File: config.mk
export PLATFORM = sky130hd
export DESIGN_NAME = id_ex_stage
export DESIGN_NICKNAME = d
export VERILOG_FILES = /design/src/rtl/id_ex_stage.sv
export SDC_FILE = /design/constraint.sdc
export NUM_CORES = 1
export LEC_CHECK = 0
export CAP_MARGIN = 10
export CORE_UTILIZATION = 44
export CTS_CLUSTER_SIZE = 16
export DETAILED_ROUTE_END_ITERATION = 8
export PLACE_DENSITY = 0.9
export SLEW_MARGIN = 15
export SYNTH_ARGS = -nofsm -noshare
export SYNTH_HDL_FRONTEND = slang
export SYNTH_SLANG_ARGS = --single-unit
File: constraint.sdc
create_clock -name clk_i -period 6.9 [get_ports clk_i]
set_input_delay 1.38 -clock clk_i [delete_from_list [all_inputs] [get_ports clk_i]]
set_output_delay 1.38 -clock clk_i [all_outputs]
set_load 0.02 [all_outputs]
File: src/rtl/id_ex_stage.sv
// rtl/id_ex_stage.sv - ID/EX pipeline register with forwarding, load-use stall and bubble insertion
module id_ex_stage #(
    parameter int XLEN = 32,
    parameter int RAW  = 5
) (
    input  logic            clk_i,
    input  logic            rst_i,

    // Decode-side instruction
    input  logic            id_valid_i,
    input  logic [RAW-1:0]  id_rs1_i,
    input  logic [RAW-1:0]  id_rs2_i,
    input  logic [RAW-1:0]  id_rd_i,
    input  logic [XLEN-1:0] id_rs1_data_i,
    input  logic [XLEN-1:0] id_rs2_data_i,
    input  logic [XLEN-1:0] id_imm_i,
    input  logic            id_alusrc_i,
    input  logic [3:0]      id_aluctrl_i,
    input  logic            id_regwrite_i,
    input  logic            id_memread_i,
    input  logic            id_memwrite_i,
    input  logic            id_memtoreg_i,
    input  logic            id_branch_i,

    // Taken branch / jump resolved in EX
    input  logic            flush_i,

    // EX/MEM writer
    input  logic            exmem_regwrite_i,
    input  logic [RAW-1:0]  exmem_rd_i,
    input  logic [XLEN-1:0] exmem_result_i,

    // MEM/WB writer (also the register-file write port)
    input  logic            memwb_regwrite_i,
    input  logic [RAW-1:0]  memwb_rd_i,
    input  logic [XLEN-1:0] memwb_data_i,

    // Hazard and EX-side outputs
    output logic            stall_o,
    output logic            ex_valid_o,
    output logic [XLEN-1:0] data1_o,
    output logic [XLEN-1:0] data2_o,
    output logic [3:0]      aluctrl_o,
    output logic [XLEN-1:0] ex_store_data_o,
    output logic [RAW-1:0]  ex_rd_o,
    output logic            ex_regwrite_o,
    output logic            ex_memread_o,
    output logic            ex_memwrite_o,
    output logic            ex_memtoreg_o,
    output logic            ex_branch_o
);

    // ------------------------------------------------------------------
    // EX register bank
    // ------------------------------------------------------------------
    logic            ex_valid;
    logic [RAW-1:0]  ex_rs1_idx;
    logic [RAW-1:0]  ex_rs2_idx;
    logic [RAW-1:0]  ex_rd;
    logic [XLEN-1:0] ex_rs1_val;
    logic [XLEN-1:0] ex_rs2_val;
    logic [XLEN-1:0] ex_imm;
    logic            ex_alusrc;
    logic [3:0]      ex_aluctrl;
    logic            ex_regwrite;
    logic            ex_memread;
    logic            ex_memwrite;
    logic            ex_memtoreg;
    logic            ex_branch;

    // ------------------------------------------------------------------
    // Combinational hazard / bypass / forwarding signals
    // ------------------------------------------------------------------
    logic            rs1_hit;
    logic            rs2_hit;
    logic            hazard;
    logic            stall;
    logic            bubble;

    logic            id_byp1;
    logic            id_byp2;
    logic [XLEN-1:0] id_rs1_val;
    logic [XLEN-1:0] id_rs2_val;

    logic            ex1_from_exmem;
    logic            ex1_from_memwb;
    logic            ex2_from_exmem;
    logic            ex2_from_memwb;
    logic [XLEN-1:0] fwd1;
    logic [XLEN-1:0] fwd2;

    // Load-use detection: a load in EX whose destination is read in ID.
    // x0 never creates a dependency.
    always_comb begin
        rs1_hit = (id_rs1_i == ex_rd);
        rs2_hit = (id_rs2_i == ex_rd);
        hazard  = ex_valid && ex_memread && (ex_rd != '0) && id_valid_i
                  && (rs1_hit || rs2_hit);
        // A flushed ID instruction is dead, so it must not hold the front end.
        stall   = hazard && !flush_i;
        bubble  = flush_i || stall || !id_valid_i;
    end

    // Register-file write bypass into the captured operands: the register file
    // has no internal write-through, so a same-cycle MEM/WB write is picked up here.
    always_comb begin
        id_byp1    = memwb_regwrite_i && (memwb_rd_i != '0) && (memwb_rd_i == id_rs1_i);
        id_byp2    = memwb_regwrite_i && (memwb_rd_i != '0) && (memwb_rd_i == id_rs2_i);
        id_rs1_val = id_byp1 ? memwb_data_i : id_rs1_data_i;
        id_rs2_val = id_byp2 ? memwb_data_i : id_rs2_data_i;
    end

    // Capture decode into EX, or load a full bubble (all fields zero, ALU op ADD).
    always_ff @(posedge clk_i) begin
        if (rst_i || bubble) begin
            ex_valid    <= 1'b0;
            ex_rs1_idx  <= '0;
            ex_rs2_idx  <= '0;
            ex_rd       <= '0;
            ex_rs1_val  <= '0;
            ex_rs2_val  <= '0;
            ex_imm      <= '0;
            ex_alusrc   <= 1'b0;
            ex_aluctrl  <= 4'b0000;
            ex_regwrite <= 1'b0;
            ex_memread  <= 1'b0;
            ex_memwrite <= 1'b0;
            ex_memtoreg <= 1'b0;
            ex_branch   <= 1'b0;
        end else begin
            ex_valid    <= id_valid_i;
            ex_rs1_idx  <= id_rs1_i;
            ex_rs2_idx  <= id_rs2_i;
            ex_rd       <= id_rd_i;
            ex_rs1_val  <= id_rs1_val;
            ex_rs2_val  <= id_rs2_val;
            ex_imm      <= id_imm_i;
            ex_alusrc   <= id_alusrc_i;
            ex_aluctrl  <= id_aluctrl_i;
            ex_regwrite <= id_regwrite_i;
            ex_memread  <= id_memread_i;
            ex_memwrite <= id_memwrite_i;
            ex_memtoreg <= id_memtoreg_i;
            ex_branch   <= id_branch_i;
        end
    end

    // Operand forwarding: EX/MEM is the younger result and wins over MEM/WB.
    always_comb begin
        ex1_from_exmem = exmem_regwrite_i && (exmem_rd_i != '0) && (exmem_rd_i == ex_rs1_idx);
        ex1_from_memwb = memwb_regwrite_i && (memwb_rd_i != '0) && (memwb_rd_i == ex_rs1_idx);
        ex2_from_exmem = exmem_regwrite_i && (exmem_rd_i != '0) && (exmem_rd_i == ex_rs2_idx);
        ex2_from_memwb = memwb_regwrite_i && (memwb_rd_i != '0) && (memwb_rd_i == ex_rs2_idx);

        if (ex1_from_exmem)      fwd1 = exmem_result_i;
        else if (ex1_from_memwb) fwd1 = memwb_data_i;
        else                     fwd1 = ex_rs1_val;

        if (ex2_from_exmem)      fwd2 = exmem_result_i;
        else if (ex2_from_memwb) fwd2 = memwb_data_i;
        else                     fwd2 = ex_rs2_val;
    end

    // Output drive: operand 2 selects the immediate; store data is always rs2.
    always_comb begin
        stall_o         = stall;
        ex_valid_o      = ex_valid;
        data1_o         = fwd1;
        data2_o         = ex_alusrc ? ex_imm : fwd2;
        ex_store_data_o = fwd2;
        aluctrl_o       = ex_aluctrl;
        ex_rd_o         = ex_rd;
        ex_regwrite_o   = ex_regwrite;
        ex_memread_o    = ex_memread;
        ex_memwrite_o   = ex_memwrite;
        ex_memtoreg_o   = ex_memtoreg;
        ex_branch_o     = ex_branch;
    end

endmodule

==> results of run 1 <==
## flip-flops by register name, summed over array words and instances (netlist names)
name and flops:
ex_rs1_idx 5, ex_branch_o 1, aluctrl_o 4, ex_rs2_val 32, ex_rd_o 5, ex_rs1_val 32
ex_regwrite_o 1, ex_rs2_idx 5, ex_memwrite_o 1, ex_memtoreg_o 1, ex_memread_o 1, ex_imm 32
ex_alusrc 1, ex_valid_o 1
## synth_stat cells, types with 2 or more instances
library cell	number
sky130_fd_sc_hd__dfxtp_1	122
sky130_fd_sc_hd__nor2_1	98
sky130_fd_sc_hd__mux2i_1	64
sky130_fd_sc_hd__nand2_1	64
sky130_fd_sc_hd__and2_1	57
sky130_fd_sc_hd__a31oi_1	54
sky130_fd_sc_hd__nand3_1	36
sky130_fd_sc_hd__nor3_1	35
sky130_fd_sc_hd__mux2_2	32
sky130_fd_sc_hd__o21ai_1	32
sky130_fd_sc_hd__clkbuf_1	29
sky130_fd_sc_hd__xor2_1	23
sky130_fd_sc_hd__buf_2	18
sky130_fd_sc_hd__xnor2_1	17
sky130_fd_sc_hd__buf_4	11
sky130_fd_sc_hd__a31oi_2	10
sky130_fd_sc_hd__buf_1	4
sky130_fd_sc_hd__o21ai_0	3
sky130_fd_sc_hd__buf_6	2
sky130_fd_sc_hd__nor4_2	2
sky130_fd_sc_hd__o211ai_2	2
sky130_fd_sc_hd__or4_1	2
sky130_fd_sc_hd__or4_4	2
## cell type report
type | count | area, um^2 | area share (%)
Sequential cell | 122 | 2440 | 24.3
Timing Repair Buffer | 329 | 3250 | 32.4
Clock inverter | 7 | 92.6 | 0.922
Clock buffer | 23 | 478 | 4.76
Multi-Input combinational cell | 544 | 3550 | 35.3
Tap cell | 180 | 225 | 2.24
Inverter | 1 | 3.75 | 0.0374
## through the flow
| step | total power, mW | utilization, % | worst slack, ns | instances |
|---|---|---|---|---|
| 2_1_floorplan | 0.895 | - | 2.23 | 731 |
| 3_3_place_gp | 1.11 | 68.2 | 0.930 | 1176 |
| 3_5_place_dp | 1.11 | 68.2 | 0.863 | 1176 |
| 4_1_cts | 1.98 | 72.3 | 0.812 | 1206 |
| 5_1_grt | 2.04 | 72.3 | 0.641 | 1206 |
| 6_report | 1.97 | 72.3 | 0.750 | 1206 |
## logic make-up after synthesis
group,after synthesis,share of synthesized area [%]
and+or+nand+nor,303,23.1
DFF,122,39.0
AOI/OAI and AO/OA,105,11.1
muxes,96,16.0
buffers and inverters,65,5.16
xor gates and xnor gates,40,5.60
## path summary, 6_finish.rpt
path	from	to	slack, ns
worst max-delay path	memwb_rd_i[3]	data2_o[22]	0.75
worst min-delay path	ex_valid_o	ex_rs2_val[0]	1.08
worst max register to register	ex_rd_o[0]	ex_rd_o[0]	3.95
worst min register to register	ex_valid_o	ex_rs2_val[0]	1.08
## power by group through the flow
stage / clock network, mW / registers [mW] / logic (mW)
floorplan: 0 / 0.747 / 0.148
global placement: 0 / 0.748 / 0.359
finish: 0.869 / 0.734 / 0.369
detailed placement: 0 / 0.749 / 0.363
global route: 0.911 / 0.735 / 0.389
CTS: 0.879 / 0.734 / 0.368
## routing by layer
| metal | part of all wire [%] | wire length [um] | up-vias |
|---|---|---|---|
| met5 | 0 | 0 | - |
| met4 | 3.2 | 752 | 0 |
| met3 | 8.4 | 1970 | 66 |
| met2 | 50 | 11700 | 363 |
| met1 | 38 | 8890 | 3127 |
| li1 | - | - | 3095 |
## worst register-to-register path, stage by stage, from the launching register on
cell and delay (ns):
sky130_fd_sc_hd__dfxtp_1 0.37, sky130_fd_sc_hd__or4_1 0.53, sky130_fd_sc_hd__o2111ai_1 0.33, sky130_fd_sc_hd__o21ai_4 0.06
sky130_fd_sc_hd__buf_4 0.36, sky130_fd_sc_hd__inv_1 0.55, sky130_fd_sc_hd__buf_4 0.47, sky130_fd_sc_hd__and2_1 0.22
==> metrics list, run 1 <==
* Final TNS setup: 0 ns
- The number of global-route vias before repair came to 6457.
* Mapped Area: 6260 um^2
- Internal cell power: 1.48 mW
- Slowest cell on the critical path: sky130_fd_sc_hd__o211a_1
* Setup-failing EPs final: 0
* Die Area: 14700 um^2
* Library cell used as clock root buffer: sky130_fd_sc_hd__clkbuf_16
- Setup repair after global routing left no endpoint under its margin.
* Synth area leader: sky130_fd_sc_hd__dfxtp_1
- The critical path runs through a total of 8 cells.
- Maximum Capacitance Violations: 0
- Busiest grt layer: met2
- Of all nets on the critical path, the largest fanout is 18.
- The pre-antenna-repair detailed-routing pass consisted of 6 iterations.
- First-iteration detailed-routing DRC count: 459
* Fill cell instance count of the final layout: 1023
- In the routed design, unresolved DRC markers number 0.
* Core Region: 13900 um^2
- The count of buffers added on input and output ports is 312.
- Final GP Congestion: 0.869
* Detailed-route vias per instance: 5.51
- The setup path with the least slack is of type in2out.
* Detail Placement HPWL: 15900 um
- Of the available clock period, the critical path in the final layout requires 89.1%.
* Cell chain of the critical path: clkdlybuf4s50_1, xnor2_1, o211a_1, buf_4, nand3_1, a31oi_1, mux2_2, clkdlybuf4s50_1
- The first global-routing pass estimated 34600 um of wire.
- Synthesis inferred 122 register bits.
* Post-Synthesis Cells: 731
* Cell area reported after detailed placement: 9470 um^2
- For the worst flop-to-flop path, the logic depth is 7.
- During I/O placement, the number of pins put on the boundary was 313.
* Number of buffer and inverter stages on the critical path: 3
- The H-tree was split into 4 levels.
* Switching part of the total: 25.0%
* Leftover overflow at the end of global routing: 0
- Cell types with the largest area share after synthesis: sky130_fd_sc_hd__dfxtp_1, sky130_fd_sc_hd__mux2i_1, sky130_fd_sc_hd__nor2_1
- Arr. time, crit path: 4.77 ns
- After floorplanning, the core was divided into 43 placement rows.
* Part of the Yosys area used for sequential elements: 39.0%
- The clock arrives with 0.00575 ns of skew.
- Clock-pin slew was measured on the worst setup and hold paths at 0.06 ns.
- Horizontal die dimension: 121 um
* Proportion of netlist area held by the largest area contributor: 39.0%
* Initial core utilization: 45.1%
- After clock tree synthesis, the repair step resized 0 gates.
* Relative contribution of combinational cells to total power: 18.7%
- The post-route netlist has 9.45% of its cells at a drive strength greater than 1.
- The run finished with clean final reports.
* Post-route ant nets: 0
* Leakage: 3.61 nW
- VDD sags by at most 0.201 mV.
- The floorplan step set the die height to 121 um.
- In this run the worst hold path is classified as reg2reg.
- Quantity of hold-fixing buffers added after cts: 0
- Met2 usage in global routing: 56.0%
* Total routing resource utilization after global routing: 31.5%
* Finished Cell Area: 10000 um^2
- Global routing consumed, on the met3 layer, 9.07% of the routing resources.
- In this run the mean area of a mapped cell was 8.56 um^2.
- Antenna violations before repair: 0
- Headroom to the max-slew limit came out at 33.0%.
- The tree built by TritonCTS fans out to 122 sinks.
* Net count of the finished layout: 1216
* Hold WS: 1.08 ns
- The number of clock buffers added by TritonCTS is 17.
- Post-CTS Setup Repair Bufs: 0
* Wire length after detailed routing: 23400 um
- Startpoint Class: input port
- The later pin in the worst-skew pair is clocked with a latency of 0.42 ns.
* Actual transition at the worst max-transition pin: 1.00 ns
- In the synthesized netlist the async set-or-reset flop fraction comes to 0%.
* Cell class contributing the biggest share of worst-path delay: buffers and inverters
- Maximum number of pins on one net before global-route repair: 66
- After synthesis, the netlist uses 35 different library cells.
* Most frequent standard cell in the layout excluding fill and tap cells: sky130_fd_sc_hd__clkdlybuf4s50_1
- For this run, the slowest stage of the critical path takes 0.69 ns.
* Psw: 0.492 mW
- Critical path's most frequent cell: sky130_fd_sc_hd__clkdlybuf4s50_1
- Part of the power in registers: 37.2%
* Antenna Cells: 0
* Hold-critical path depth: 4
* Final number of max-transition violations: 0
* Wire per inst: 19.4 um
- Of the total power, the clock network draws 44.1%.
- In this run, synthesis inferred 0 flip-flops with an integrated enable.
* Via total after detailed routing: 6651
- For this design the ratio of total power to cell area is 196 nW/um^2.
* M1 GR Usage: 33.8%
* Syn-to-layout area delta: 60.5%
* Tmin final: 6.15 ns
- Setup crit end kind: output pin
* Flip-flop cell with the highest count after synthesis: sky130_fd_sc_hd__dfxtp_1
- Timing would allow up to 163 MHz.
* Top library cells by usage in the layout, fill and taps aside: sky130_fd_sc_hd__clkdlybuf4s50_1, sky130_fd_sc_hd__dfxtp_1, sky130_fd_sc_hd__nor2_1
* Bufs on Longest Clock Path: 2
- Hold violation count in the final report: 0
- Data on the critical path is required at its endpoint by 5.52 ns.
- Synthesis warning total: 0
* Synthesized netlist net count: 932
- TritonCTS built the clock tree.
(Power assumes the default switching activity.)
==> run 2: changes to the inputs <==
--- a/config.mk
+++ b/config.mk
@@ -10,6 +10,7 @@
 export CTS_CLUSTER_SIZE = 16
 export DETAILED_ROUTE_END_ITERATION = 8
 export PLACE_DENSITY = 0.9
+export REMOVE_ABC_BUFFERS = 1
 export SLEW_MARGIN = 15
 export SYNTH_ARGS = -nofsm -noshare
 export SYNTH_HDL_FRONTEND = slang
==> metrics list, run 2 (same netlist as run 1, synthesis figures left out) <==
- The routed wirelength normalized by instance count came to 19.2 um (-0.86%).
- The DRC violation total after the first TritonRoute iteration is 441 (-3.9%).
- R2r endpoint: ex_imm[19]
* Relative contribution of combinational cells to total power: 18.4% (-0.3 points)
* Maximum number of pins on one net before global-route repair: 65 (-1.5%)
* Share of the clock period used by the worst path: 87.4% (-1.8 points)
- Reg2Reg Depth: 7 (unchanged)
- Input/output buffers: 312 (unchanged)
* Share of final-layout standard cells stronger than drive strength 1: 9.66% (+0.20 points)
* Fill cell instance count of the final layout: 984 (-3.8%)
* Psw: 0.506 mW (+2.9%)
- The ratio of total power to cell area is 200 nW/um^2 (+2.0%).
- The detailed-route via count was 6645 (-0.090%).
- The clock tree buffer depth came to 2 (unchanged).
- Arr. time, crit path: 4.65 ns (-0.12 ns)
- DRC violation count after routing: 0 (unchanged)
- In this run the worst setup path begins at memwb_rd_i[0].
- The chip width was 121 um (unchanged).
- Leakage: 3.61 nW (+0.13%)
- The final instance area came to 10100 um^2 (+0.30%).
- The switching portion of total power was 25.1% (+0.13 points).
- The clock latency on the worst-skew pair is 0.42 ns (about the same).
- Final TNS setup: 0 ns (unchanged)
- Count of cells resized by post-cts repair: 0 (unchanged)
* Hold violation count in the final report: 0 (unchanged)
* Final GP Congestion: 0.885 (+1.7%)
- Registers with the highest flip-flop counts: ex_imm x32, ex_rs1_val x32, ex_rs2_val x32
- The footprint of the multi-input gates was 3550 um^2 (+0.14%).
* Type of the worst setup path: in2out
* Actual transition at the worst max-transition pin: 0.923 ns (-0.0772 ns)
* Sink count of the clock tree: 122 (unchanged)
- The total overflow reported by the global router came to 0 (unchanged).
- F_max: 166 MHz (+2.0%)
- Post-CTS Setup Repair Bufs: 0 (unchanged)
* Height of the die: 121 um (unchanged)
- Setup repair after global routing left no endpoint under its margin.
* Initial core utilization: 45.1% (unchanged)
* Number of placed I/O pins: 313 (unchanged)
- The placed instance count came to 1173 (-0.26%).
- The post-route clock skew is 0.0119 ns (+0.00620 ns).
- Internal cell power: 1.51 mW (+2.1%)
- The total of endpoints with negative setup slack in the final report is 0 (unchanged).
* Syn-to-layout area delta: 61.0%
- Startpoint Class: input port
* Most frequent standard cell in the layout excluding fill and tap cells: sky130_fd_sc_hd__clkdlybuf4s50_1
- Net count of the finished layout: 1213 (-0.25%)
- R2R Path Start: ex_rd_o[1]
- The maximum VDD drop was 0.156 mV (-22%).
- Result of the run: complete, no violations
- The wire length of the first global-routing pass is 34200 um (-1.2%).
* Antenna Cells: 0 (unchanged)
- The clock transition at the registers of the reported paths was 0.06 ns (about the same).
- The critical path required time was 5.52 ns (about the same).
* Library cell used as clock root buffer: sky130_fd_sc_hd__clkbuf_16
- TritonCTS built the clock tree.
* Routed wire length on met3: 2180 um (+11%)
- Total routing resource utilization after global routing: 30.7% (-0.72 points)
- Crit path to: data2_o[1]
- The final instance count without filler cells is 1205 (-0.083%).
- Top library cells by usage in the layout, fill and taps aside: sky130_fd_sc_hd__clkdlybuf4s50_1, sky130_fd_sc_hd__dfxtp_1, sky130_fd_sc_hd__nor2_1
- Die Area: 14700 um^2 (unchanged)
- Part of the power in registers: 36.4% (-0.8 points)
- The shortest clock period the worst path allows after layout came to 6.03 ns (-0.122 ns).
- In this run the top signal layer used is met4.
- Antenna violations before repair: 0 (unchanged)
* Hold-critical path depth: 3 (-1)
* Maximum net fanout on the critical path: 20 (+2)
* Number of search-and-repair iterations in the first detailed-routing pass: 5 (-1)
- Clock group share of total power: 45.2% (+1.1 points)
- The number of buffers inserted by hold repair at cts came to 0 (unchanged).
- Register-to-register setup slack: 4.37 ns (+0.42 ns)
* Final number of max-transition violations: 0 (unchanged)
- The sequential cell area came to 2440 um^2 (unchanged).
- Hold WS: 1.05 ns (-0.0280 ns)
- The area of the placeable core came to 13900 um^2 (unchanged).
* Path class of the lowest-slack min-delay path: reg2reg
* Via count of the first global-routing pass: 6824 (+5.7%)
- The worst setup path is captured at an output pin.
- Detail Placement HPWL: 16000 um (+0.63%)
- The wire length on met1 came to 8190 um (-7.9%).
- The overall power of the completed layout came to 2.02 mW (+2.3%).
* Floorplan row count: 43 (unchanged)
- The detailed-routed wire length on met2 came to 11800 um (+0.51%).
- The ratio of routed vias to standard cells is 5.51 (about the same).
* Number of levels the H-tree was split into: 4 (unchanged)
* Post-route ant nets: 0 (unchanged)
- Maximum Capacitance Violations: 0 (unchanged)
- The post-placement worst setup slack is 0.939 ns (+0.0764 ns).
* Final standard cell utilization of the core: 72.6% (+0.22 points)
- The max-slew headroom at the worst pin was 38.5% (+5.5 points).
- Setup ws final: 0.872 ns (+0.122 ns)
- Wire length after detailed routing: 23100 um (-0.94%)
- The number of buffers added by the clock tree synthesis step is 17 (unchanged).
* Cell area reported after detailed placement: 9470 um^2 (about the same)
[run 2: how the worst min path moves through the flow]
stage	start	endpoint	slack (ns)
CTS	ex_valid_o	ex_valid_o	1.06
finish	ex_valid_o	ex_valid_o	1.05
detailed placement	ex_valid_o	ex_rs1_val[8]	1.04
global route	ex_valid_o	ex_rs1_val[0]	1.13
global placement	ex_valid_o	ex_valid_o	1.00
floorplan	id_aluctrl_i[0]	aluctrl_o[0]	1.50
[run 2: power by group through the flow]
stage	logic [mW]	registers [mW]	clock network, mW
2_1_floorplan	0.136	0.749	0
3_3_place_gp	0.359	0.748	0
3_5_place_dp	0.365	0.749	0
4_1_cts	0.369	0.734	0.922
5_1_grt	0.389	0.735	0.956
6_report	0.371	0.734	0.913
[run 2: area by class of cell]
type	count	area share (%)
multi-input combinational	544	35.3
clock inverter	11	1.44
tap	180	2.24
sequential	122	24.3
clock buffer	21	4.57
inverter	1	0.0373
timing repair buffer	326	32.2
[run 2: worst max-delay path: stages]
cell and delay, ns:
sky130_fd_sc_hd__clkdlybuf4s50_1 0.55, sky130_fd_sc_hd__or4_4 0.64, sky130_fd_sc_hd__o211ai_4 0.55, sky130_fd_sc_hd__buf_4 0.33, sky130_fd_sc_hd__o21ai_1 0.12, sky130_fd_sc_hd__a31oi_1 0.26, sky130_fd_sc_hd__mux2_2 0.20, sky130_fd_sc_hd__clkdlybuf4s50_1 0.60
[run 2: metal layers]
layer  up-vias  GRT usage [%]
li1       3083              -
met1      3073           30.4
met2       408           55.9
met3        81           9.82
met4         0           18.1
met5         -              0
